## src/rtl/control_unit_fft_iter_pipe_if.sv

```systemverilog
// rtl/control_unit_fft_iter_pipe_if.sv - control/status bundle of the pipelined FFT sequencer
// Purpose: groups the cycle enable, start/abort request and every sequencer status
//          and strobe into one bundle.
// master : drives EN, START, ABORT, N_LOG2; observes status and strobes.
// slave  : the sequencer; receives the requests, drives BUSY, DONE, ERR, RD_EN,
//          RD_BUT_IDX, WR_EN, WR_BUT_IDX, LAY_IDX, LAY_EN, LAST_LAY, ADDR_RST.
interface control_unit_fft_iter_pipe_if #(
  parameter int LayWL  = 4,
  parameter int ButtWL = 9
);
  logic              EN;
  logic              START;
  logic              ABORT;
  logic [LayWL-1:0]  N_LOG2;
  logic              BUSY;
  logic              DONE;
  logic              ERR;
  logic              RD_EN;
  logic [ButtWL-1:0] RD_BUT_IDX;
  logic              WR_EN;
  logic [ButtWL-1:0] WR_BUT_IDX;
  logic [LayWL-1:0]  LAY_IDX;
  logic              LAY_EN;
  logic              LAST_LAY;
  logic              ADDR_RST;

  modport master (
    output EN, START, ABORT, N_LOG2,
    input  BUSY, DONE, ERR, RD_EN, RD_BUT_IDX, WR_EN, WR_BUT_IDX,
           LAY_IDX, LAY_EN, LAST_LAY, ADDR_RST
  );

  modport slave (
    input  EN, START, ABORT, N_LOG2,
    output BUSY, DONE, ERR, RD_EN, RD_BUT_IDX, WR_EN, WR_BUT_IDX,
           LAY_IDX, LAY_EN, LAST_LAY, ADDR_RST
  );
endinterface

```

## src/rtl/control_unit_fft_iter_pipe.sv

```systemverilog
// rtl/control_unit_fft_iter_pipe.sv - pipelined read/write-back sequencer for the iterative radix-2 FFT
// Purpose: issues one butterfly read per enabled cycle, retires each write-back
//          BUT_LAT enabled cycles later, and steps through the layers of a 2^N_LOG2 FFT.
// Ports  : CLK  - clock, posedge
//          RST  - synchronous active-high reset
//          bus  - slave side of control_unit_fft_iter_pipe_if (requests in, status/strobes out)
module control_unit_fft_iter_pipe #(
  parameter int LAYERS_MAX = 10,
  parameter int LayWL      = 4,
  parameter int ButtWL     = 9,
  parameter int BUT_LAT    = 3
) (
  input  logic CLK,
  input  logic RST,
  control_unit_fft_iter_pipe_if.slave bus
);

  typedef enum logic [1:0] {S_IDLE, S_RUN, S_DRAIN, S_DONE} state_t;

  state_t            state, state_nxt;
  logic [LayWL-1:0]  cfg;
  logic [LayWL-1:0]  lay_idx;
  logic [ButtWL-1:0] rd_cnt;
  logic [ButtWL-1:0] wr_cnt;
  logic [BUT_LAT-1:0] vpipe;
  logic [BUT_LAT:0]   vpipe_shift;

  logic [ButtWL:0]   butts_m1;
  logic              rd_last, wr_last, lay_last, n_ok;
  logic              rd_en, wr_en, lay_en, err, done, start_ok;

  // One extra bit so that BUTTS-1 of the largest transform still fits.
  assign butts_m1 = ((ButtWL+1)'(1) << (cfg - LayWL'(1))) - (ButtWL+1)'(1);
  assign rd_last  = ({1'b0, rd_cnt} == butts_m1);
  assign wr_last  = ({1'b0, wr_cnt} == butts_m1);
  assign lay_last = (lay_idx == cfg - LayWL'(1));
  assign n_ok     = (bus.N_LOG2 != '0) && (bus.N_LOG2 <= LayWL'(LAYERS_MAX));
  assign vpipe_shift = {vpipe, rd_en};

  always_comb begin
    state_nxt = state;
    rd_en     = 1'b0;
    lay_en    = 1'b0;
    err       = 1'b0;
    done      = 1'b0;
    start_ok  = 1'b0;
    wr_en     = vpipe[BUT_LAT-1] & bus.EN;
    case (state)
      S_IDLE: begin
        if (bus.EN && bus.START && !bus.ABORT) begin
          if (n_ok) begin
            start_ok  = 1'b1;
            state_nxt = S_RUN;
          end else begin
            err = 1'b1;
          end
        end
      end
      S_RUN: begin
        if (bus.EN) begin
          rd_en = 1'b1;
          if (rd_last) state_nxt = S_DRAIN;
        end
      end
      S_DRAIN: begin
        // The next layer may only start once its last write-back has retired,
        // since the transform is computed in place.
        if (wr_en && wr_last) begin
          if (lay_last) begin
            state_nxt = S_DONE;
          end else begin
            lay_en    = 1'b1;
            state_nxt = S_RUN;
          end
        end
      end
      S_DONE: begin
        if (bus.EN) begin
          done      = 1'b1;
          state_nxt = S_IDLE;
        end
      end
      default: state_nxt = S_IDLE;
    endcase
    if (bus.EN && bus.ABORT) begin
      state_nxt = S_IDLE;
      rd_en     = 1'b0;
      lay_en    = 1'b0;
      done      = 1'b0;
    end
  end

  always_ff @(posedge CLK) begin
    if (RST) begin
      state   <= S_IDLE;
      cfg     <= '0;
      lay_idx <= '0;
      rd_cnt  <= '0;
      wr_cnt  <= '0;
      vpipe   <= '0;
    end else if (bus.EN) begin
      state <= state_nxt;
      if (bus.ABORT) begin
        lay_idx <= '0;
        rd_cnt  <= '0;
        wr_cnt  <= '0;
        vpipe   <= '0;
      end else begin
        vpipe <= vpipe_shift[BUT_LAT-1:0];
        if (start_ok) begin
          cfg     <= bus.N_LOG2;
          lay_idx <= '0;
          rd_cnt  <= '0;
          wr_cnt  <= '0;
        end
        if (rd_en) rd_cnt <= rd_last ? '0 : rd_cnt + ButtWL'(1);
        if (wr_en) wr_cnt <= wr_last ? '0 : wr_cnt + ButtWL'(1);
        if (lay_en) lay_idx <= lay_idx + LayWL'(1);
        if (state == S_DONE) lay_idx <= '0;
      end
    end
  end

  assign bus.BUSY       = (state == S_RUN) || (state == S_DRAIN);
  assign bus.DONE       = done;
  assign bus.ERR        = err;
  assign bus.RD_EN      = rd_en;
  assign bus.RD_BUT_IDX = rd_cnt;
  assign bus.WR_EN      = wr_en;
  assign bus.WR_BUT_IDX = wr_cnt;
  assign bus.LAY_IDX    = lay_idx;
  assign bus.LAY_EN     = lay_en;
  assign bus.LAST_LAY   = bus.BUSY && lay_last;
  assign bus.ADDR_RST   = (state == S_IDLE) || (state == S_DONE);

endmodule

```

## src/flat_wrapper.sv

```systemverilog
// flat-port wrapper written by rule: the top's interface ports become plain ports
module control_unit_fft_iter_pipe_flat 
#(
  parameter int LAYERS_MAX = 10,
  parameter int LayWL      = 4,
  parameter int ButtWL     = 9,
  parameter int BUT_LAT    = 3
)
  (CLK, RST, bus_EN, bus_START, bus_ABORT, bus_N_LOG2, bus_BUSY, bus_DONE, bus_ERR, bus_RD_EN, bus_RD_BUT_IDX, bus_WR_EN, bus_WR_BUT_IDX, bus_LAY_IDX, bus_LAY_EN, bus_LAST_LAY, bus_ADDR_RST);
  control_unit_fft_iter_pipe_if #(.LayWL(LayWL), .ButtWL(ButtWL)) bus_i ();
  input  logic CLK;
  input  logic RST;
  input wire logic [$bits(bus_i.EN)-1:0] bus_EN;
  input wire logic [$bits(bus_i.START)-1:0] bus_START;
  input wire logic [$bits(bus_i.ABORT)-1:0] bus_ABORT;
  input wire logic [$bits(bus_i.N_LOG2)-1:0] bus_N_LOG2;
  output wire logic [$bits(bus_i.BUSY)-1:0] bus_BUSY;
  output wire logic [$bits(bus_i.DONE)-1:0] bus_DONE;
  output wire logic [$bits(bus_i.ERR)-1:0] bus_ERR;
  output wire logic [$bits(bus_i.RD_EN)-1:0] bus_RD_EN;
  output wire logic [$bits(bus_i.RD_BUT_IDX)-1:0] bus_RD_BUT_IDX;
  output wire logic [$bits(bus_i.WR_EN)-1:0] bus_WR_EN;
  output wire logic [$bits(bus_i.WR_BUT_IDX)-1:0] bus_WR_BUT_IDX;
  output wire logic [$bits(bus_i.LAY_IDX)-1:0] bus_LAY_IDX;
  output wire logic [$bits(bus_i.LAY_EN)-1:0] bus_LAY_EN;
  output wire logic [$bits(bus_i.LAST_LAY)-1:0] bus_LAST_LAY;
  output wire logic [$bits(bus_i.ADDR_RST)-1:0] bus_ADDR_RST;
  assign bus_i.EN = bus_EN;
  assign bus_i.START = bus_START;
  assign bus_i.ABORT = bus_ABORT;
  assign bus_i.N_LOG2 = bus_N_LOG2;
  assign bus_BUSY = bus_i.BUSY;
  assign bus_DONE = bus_i.DONE;
  assign bus_ERR = bus_i.ERR;
  assign bus_RD_EN = bus_i.RD_EN;
  assign bus_RD_BUT_IDX = bus_i.RD_BUT_IDX;
  assign bus_WR_EN = bus_i.WR_EN;
  assign bus_WR_BUT_IDX = bus_i.WR_BUT_IDX;
  assign bus_LAY_IDX = bus_i.LAY_IDX;
  assign bus_LAY_EN = bus_i.LAY_EN;
  assign bus_LAST_LAY = bus_i.LAST_LAY;
  assign bus_ADDR_RST = bus_i.ADDR_RST;
  control_unit_fft_iter_pipe #(.LAYERS_MAX(LAYERS_MAX), .LayWL(LayWL), .ButtWL(ButtWL), .BUT_LAT(BUT_LAT)) u_core (.CLK(CLK), .RST(RST), .bus(bus_i));
endmodule
```

## config.mk

```make
export PLATFORM = sky130hd
export DESIGN_NAME = control_unit_fft_iter_pipe_flat
export DESIGN_NICKNAME = d
export VERILOG_FILES = /design/src/rtl/control_unit_fft_iter_pipe_if.sv /design/src/rtl/control_unit_fft_iter_pipe.sv /design/src/flat_wrapper.sv
export SDC_FILE = /design/constraint.sdc
export NUM_CORES = 1
export LEC_CHECK = 0
export CAP_MARGIN = 20
export CELL_PAD_IN_SITES_DETAIL_PLACEMENT = 1
export CELL_PAD_IN_SITES_GLOBAL_PLACEMENT = 1
export CORE_AREA = 2 2 88 90
export CTS_CLUSTER_DIAMETER = 60
export DETAILED_ROUTE_END_ITERATION = 10
export DIE_AREA = 0 0 90 92
export MAX_ROUTING_LAYER = met4
export PLACE_DENSITY = 0.88
export SLEW_MARGIN = 25
export SYNTH_ARGS = -nofsm -noshare
export SYNTH_HDL_FRONTEND = slang
export SYNTH_SLANG_ARGS = --single-unit
```

## constraint.sdc

```tcl
create_clock -name CLK -period 3.55 [get_ports CLK]
set_input_delay 0.71 -clock CLK [delete_from_list [all_inputs] [get_ports CLK]]
set_output_delay 0.71 -clock CLK [all_outputs]
set_load 0.005 [all_outputs]
```

# ---- Word-level counts from Yosys, hierarchy flattened
# Cells that the tools add are included.
dict set report totals {
  regBits 31
  latchBits 0
  mem_bits_rw 0
  romBits 0
  in_bits 9
  out_inout_bits 30
  elab_cells 78
  memories 0
}
dict set report op_classes {
  addsub 5
  multipliers 0
  div 0
  n_lt_le_gt_ge 1
  n_eq_ne 10
  n_shift 1
  n_mux 34
  bitwise_logic 2
  reduce_logical 19
}
# op n
set op_table {}
lappend op_table {{9-bit 2-to-1 mux} 7}
lappend op_table {{9-bit by 10-bit equality test with 1-bit output} 2}
lappend op_table {{9-bit by 1-bit adder with 9-bit output, second input constant} 2}
lappend op_table {{4-bit 2-to-1 mux} 4}
lappend op_table {{1-bit 2-to-1 mux} 15}
lappend op_table {{2-bit 2-to-1 mux} 6}
lappend op_table {{3-bit by 1-bit inequality test with 1-bit output, second input constant} 4}
lappend op_table {{1-bit by 4-bit left shift with 10-bit output, first input constant} 1}
lappend op_table {{10-bit by 2-bit subtractor with 10-bit output, second input constant} 1}
lappend op_table {{2-bit one-hot mux with 4 select lines} 1}
lappend op_table {{4-bit nonzero test} 2}
lappend op_table {{1-bit logical AND} 6}
lappend op_table {{2-bit AND reduction} 3}
lappend op_table {{3-bit nonzero test} 2}
lappend op_table {{5-bit AND reduction} 1}
lappend op_table {{4-bit by 1-bit adder with 4-bit output, second input constant} 1}
lappend op_table {{2-bit equality test, second input constant} 2}
lappend op_table {{4-bit equality test} 1}
lappend op_table {{4-bit <= comparator, second input constant} 1}
lappend op_table {{4-bit by 1-bit subtractor with 4-bit output, second input constant} 1}
lappend op_table {{3-bit 2-to-1 mux} 1}
lappend op_table {{3-bit AND reduction} 1}
lappend op_table {{2-bit by 1-bit equality test with 1-bit output, second input constant} 1}
lappend op_table {{2-bit zero test} 1}
lappend op_table {{other kinds (4)} 5}

# ---- Longest topological paths before layout
dict set report logic_depth {
  ltp_word 11
  ltp_mapped 18
  mapped_depth_nobuf 15
}

# ---- Worst setup path after synthesis
# Ideal clock, no wire load.
dict set report synth_timing {
  path_kind {reg-to-output}
  start {register u_core.cfg[0]}
  end {output port bus_LAY_EN}
  arrival_time_ns 2.941
  required_ns 2.840
  slack_ns -0.101
  path_stages_with_launch 15
  n_path_buf 2
  path_cell_list {dfxtp_1 buf_2 inv_1 ha_1 nor2_1 a21oi_1 o21ai_0 inv_1 ha_1 clkbuf_1 a21boi_0 mux2i_1 xnor2_1 nand4b_1 nor2_1}
}
dict set report synth_via {
  elab_chain_cells 8
  word_cells_on_any_way 10
  classes_between {add/sub (2); eq/ne (2); shift (1); mux (4); reduce/logical (1)}
}
# item line
set synth_rtl {}
lappend synth_rtl {{start, declared} control_unit_fft_iter_pipe.sv:21} ;# logic [LayWL-1:0] cfg;
lappend synth_rtl {{start signal, assigned} control_unit_fft_iter_pipe.sv:111} ;# cfg <= bus.N_LOG2;
lappend synth_rtl {{4-bit by 1-bit subtractor with 4-bit output (*)} {control_unit_fft_iter_pipe.sv:33, control_unit_fft_iter_pipe.sv:36}}
lappend synth_rtl {{1-bit by 4-bit left shift with 10-bit output} control_unit_fft_iter_pipe.sv:33} ;# assign butts_m1 = ((ButtWL+1)'(1) << (cfg - LayWL'(1))) - (ButtWL+1)'(1);
lappend synth_rtl {{10-bit by 2-bit subtractor with 10-bit output} control_unit_fft_iter_pipe.sv:33}
lappend synth_rtl {{9-bit by 10-bit equality test with 1-bit output} control_unit_fft_iter_pipe.sv:35} ;# assign wr_last = ({1'b0, wr_cnt} == butts_m1);
lappend synth_rtl {{1-bit logical AND} control_unit_fft_iter_pipe.sv:68} ;# if (wr_en && wr_last) begin
lappend synth_rtl {{1-bit 2-to-1 mux (*)} control_unit_fft_iter_pipe.sv:68}
lappend synth_rtl {{1-bit 2-to-1 mux (*)} control_unit_fft_iter_pipe.sv:48} ;# case (state)
lappend synth_rtl {{1-bit 2-to-1 mux (*)} control_unit_fft_iter_pipe.sv:85} ;# if (bus.EN && bus.ABORT) begin
lappend synth_rtl {{end, declared} flat_wrapper.sv:25} ;# output wire logic [$bits(bus_i.LAY_EN)-1:0] bus_LAY_EN;
# Every way passes the cells marked *; elsewhere a longest branch is shown, timed or not.

# ---- Worst setup path after layout
# Ends and elaborated chain as after synthesis.

==> flow_metrics.py <==
metrics = {
    "worst_setup_path": {
        "cpMostUsedCell": "buf_4",
        "crit_type": "register to output pin",
        "rr_endpoint": "u_core.state[0]",
        "max_stage_delay_ns": 0.37,
        "cp_slowest_cell": "o31ai_1",
        "cp.required_ns": 2.84,
        "worstPathCellList": "buf_4, buf_4, o31ai_1, buf_4, nand2_1, o211ai_1, o221ai_2, a22oi_2, nand4b_1, nor2_2, buf_2",
        "regToRegStartpoint": "u_core.cfg[0]",
        "worst_setup_path_end_kind": "output pin",
        "regToRegSetupSlack_ns": 0.26,
        "cp-start-kind": "register",
        "crit_fanout": 7,
        "reg2reg_depth": 17,
        "cp.arrival_ns": 2.86,
    },
    "synthesis": {
        "yosys.area_share.xor_xnor": 0.09616,
        "synth-adder-area-share": 0.06158,
        "ys_ff_latch": 31,
        "synth_warnings": 0,
        "synthSimpleGateAreaFrac": 0.2757,
        "synthMuxAreaShare": 0.01895,
        "ys_seq_area_frac": 0.2350,
        "syn-cell-area_um2": 2641,
        "async_flop_share": 0,
        "synth_top_family_by_area": "simple AND/OR/NAND/NOR gates",
        "ys_types": 66,
        "syn_area_per_cell_um2": 8.053,
        "synth_cells": 328,
        "synth_compound_area_frac": 0.2672,
        "synthFlopType": "dfxtp_1",
        "synth-edff-count": 0,
        "synth_nets": 350,
    },
    "sta": {
        "setup_viol": 1,
        "rsz0062_at_grt": "true",
        "max_slew_margin": 0.4944,
        "hold_viol_final": 0,
        "setup_slack_ns": -0.01614,
        "tns_ns": -0.01614,
        "fin_worst_skew_ns": 0.005206,
        "period_minus_slack_ns": 3.566,
        "worst_hold_slack_ns": 0.5029,
        "tightest_slew_ns": 0.7520,
        "fmax_ghz": 0.2804,
        "slew_viol_final": 0,
        "period_share": 1.005,
    },
    "worst_hold_path": {
        "hp-start": "u_core.vpipe[1]",
        "hold_end": "u_core.vpipe[1]",
        "hold_path_depth": 2,
        "min_path_type": "register to register",
    },
    "global_route": {
        "grt_pass1_wl_mm": 15.13,
        "grt_use_total": 0.2293,
        "grt_max_degree": 19,
        "grt_pass1_vias": 3026,
        "grt_overflow": 0,
        "antenna_found_initial": 0,
    },
    "floorplanning": {
        "die_area_um2": 8280,
        "io_pins": 39,
        "coreArea_um2": 7447,
        "dieHeight_um": 92,
        "initial_core_util": 0.3547,
        "die_x_um": 90,
        "row_count": 32,
    },
    "finish": {
        "finish.net_count": 437,
        "area_growth_syn_to_layout_pct": 44.53,
        "final_cells": 518,
        "diodes": 0,
        "fin_area_um2": 3817,
        "drive_gt1_frac": 0.2716,
    },
    "drt": {
        "drc_errors": 0,
        "ant_nets": 0,
        "drt-vias-per-instance": 5.645,
        "wire_per_inst_um": 18.54,
        "drt_iter0_drc": 187,
        "firstDrtPassIters": 4,
        "routed_wl_mm": 9.606,
        "route.vias.total": 2924,
    },
    "place": {
        "gpl.final_weighted_congestion": 0.9018,
        "placement.io_buffers": 38,
        "place_ws_ns": -0.2954,
        "dp.cells": 504,
        "dp_hpwl_mm": 6.802,
        "placed_cell_area_um2": 3457,
    },
    "cts": {
        "cts_tree": "built",
        "clk_latency_ns": 0.29,
        "cts.sinks": 31,
        "cts.reportedPaths.clkPinSlew_ns": 0.08,
        "cts_buffer_depth": 2,
        "numCtsBuffers": 5,
        "cts_root_buf": "clkbuf_8",
        "htree_levels": 2,
    },
    "pwr": {
        "p_leak_nw": 1.454,
        "peakVddDrop_v": 0.0001492,
        "power_density_nw_per_um2": 241.8,
    },
    "outcome": {
        "violations": "negative setup slack",
        "status": "finished with violations",
    },
    "run": {
        "maxCapViolations": 0,
    },
}
[sequential cells by signal (all words and copies together), names as in the netlist]
signal,cells
u_core.bus.LAY_IDX,4
u_core.cfg,4
u_core.vpipe,3
u_core.state,2
u_core.bus.RD_BUT_IDX,9
u_core.bus.WR_BUT_IDX,9
[cell usage in the layout, fill, tap and decap left out, drive strengths merged, types with 3 or more instances in the layout]
master | synthesis | final
a211oi | 3 | 3
a21o | 8 | 8
a21oi | 11 | 11
a32oi | 3 | 3
and2 | 8 | 8
and3 | 6 | 6
buf | 7 | 57
clkbuf | 7 | 6
clkdlybuf4s50 | 0 | 37
dfxtp | 31 | 31
ha | 13 | 13
inv | 14 | 14
mux2i | 5 | 5
nand2 | 25 | 25
nand2b | 7 | 7
nand3 | 16 | 16
nand4 | 5 | 5
nor2 | 33 | 33
nor2b | 5 | 5
nor3 | 6 | 6
nor3b | 5 | 5
nor4 | 3 | 3
nor4b | 3 | 3
o211ai | 7 | 7
o21a | 6 | 6
o21ai | 16 | 16
o22ai | 4 | 4
o31ai | 5 | 5
or2 | 3 | 3
or3 | 5 | 5
xnor2 | 16 | 16
xor2 | 7 | 7
[power breakdown]
group	internal, mW	switching, mW	leakage, nW
Clock	0.227	0.155	0.0612
Combinational	0.0819	0.106	1.14
Sequential	0.350	0.00264	0.251
[cells by family (layout without fill, tap and decap cells)]
| kind of cell | count (synthesis) | in the layout |
|---|---|---|
| xor gates and xnor gates | 25 | 25 |
| muxes | 5 | 5 |
| adders and majority gates | 13 | 13 |
| and+or+nand+nor | 137 | 137 |
| buffers and inverters | 28 | 116 |
| DFF | 31 | 31 |
| AOI/OAI and AO/OA | 89 | 89 |
[per-layer routing]
layer | wire [um] | share of wire | GRT usage
met1 | 4012 | 0.42 | 0.2662
met2 | 5009 | 0.52 | 0.4279
met3 | 352 | 0.037 | 0.03122
met4 | 231 | 0.024 | 0.03846
met5 | 0 | 0 | -
[per-stage QoR]
step	util	power, mW
floorplan	-	0.4536
CTS	0.4940	0.9082
finish	0.5126	0.9231
global placement	0.4642	0.5162
global route	0.5126	0.9563
detailed placement	0.4642	0.5224
[cell type report]
| cell class | count | area (um^2) |
|---|---|---|
| Clock buffer | 6 | 82.58 |
| Clock inverter | 2 | 35.03 |
| Fill cell | 906 | 3630 |
| Inverter | 14 | 52.55 |
| Multi-Input combinational cell | 269 | 2097 |
| Sequential cell | 31 | 623.1 |
| Tap cell | 102 | 127.6 |
| Timing Repair Buffer | 94 | 799.5 |
[timing repair]
action	in CTS	in global routing
gates resized for setup	21	26
hold buffers	0	0
pin swaps	9	11
setup buffers	3	3
endpoints found under the setup margin	3	5
[worst max-delay path, delay by kind of cell (launching register included)]
kind / cells / cell delay [ns]
flops: 1 / 0.33
compound gates: 4 / 1.03
buf+inv: 4 / 0.67
simple gates: 3 / 0.54
[cell usage after synthesis, types with 3 or more instances]
cell type | n | area share
dfxtp_1 | 31 | 0.23
o21ai_0 | 10 | 0.019
or2_2 | 3 | 0.0071
nor2_1 | 32 | 0.045
nor4_1 | 3 | 0.0071
ha_1 | 13 | 0.062
nand2_1 | 24 | 0.034
xor2_1 | 6 | 0.020
o21a_1 | 6 | 0.017
o22ai_1 | 4 | 0.0095
buf_2 | 3 | 0.0057
clkbuf_1 | 7 | 0.0099
xnor2_1 | 16 | 0.053
nor3b_1 | 5 | 0.014
a21o_1 | 8 | 0.023
a21oi_1 | 10 | 0.019
nor2b_1 | 5 | 0.012
o31ai_1 | 3 | 0.0085
mux2i_1 | 5 | 0.019
or3_1 | 5 | 0.012
nand4_1 | 5 | 0.012
and3_1 | 6 | 0.014
a211oi_1 | 3 | 0.0085
nand2b_1 | 7 | 0.017
nor3_1 | 6 | 0.011
o21ai_1 | 6 | 0.011
and2_1 | 8 | 0.019
nand3_1 | 16 | 0.030
o211ai_1 | 7 | 0.020
inv_1 | 14 | 0.020
[how the worst max path moves through the flow]
stage | depth (start not counted) | startpoint | slack [ns] | to
after floorplan | 14 | u_core.cfg[0] | 0.01 | bus_LAY_EN
after global placement | 13 | u_core.cfg[0] | -0.11 | bus_LAY_EN
after detailed placement | 14 | u_core.cfg[0] | -0.30 | bus_LAY_EN
after CTS | 13 | u_core.cfg[1] | 0.008 | bus_LAY_EN
after global routing | 11 | u_core.cfg[0] | -0.08 | bus_LAY_EN
final | 11 | u_core.cfg[0] | -0.02 | bus_LAY_EN
(Power assumes the default switching activity.)
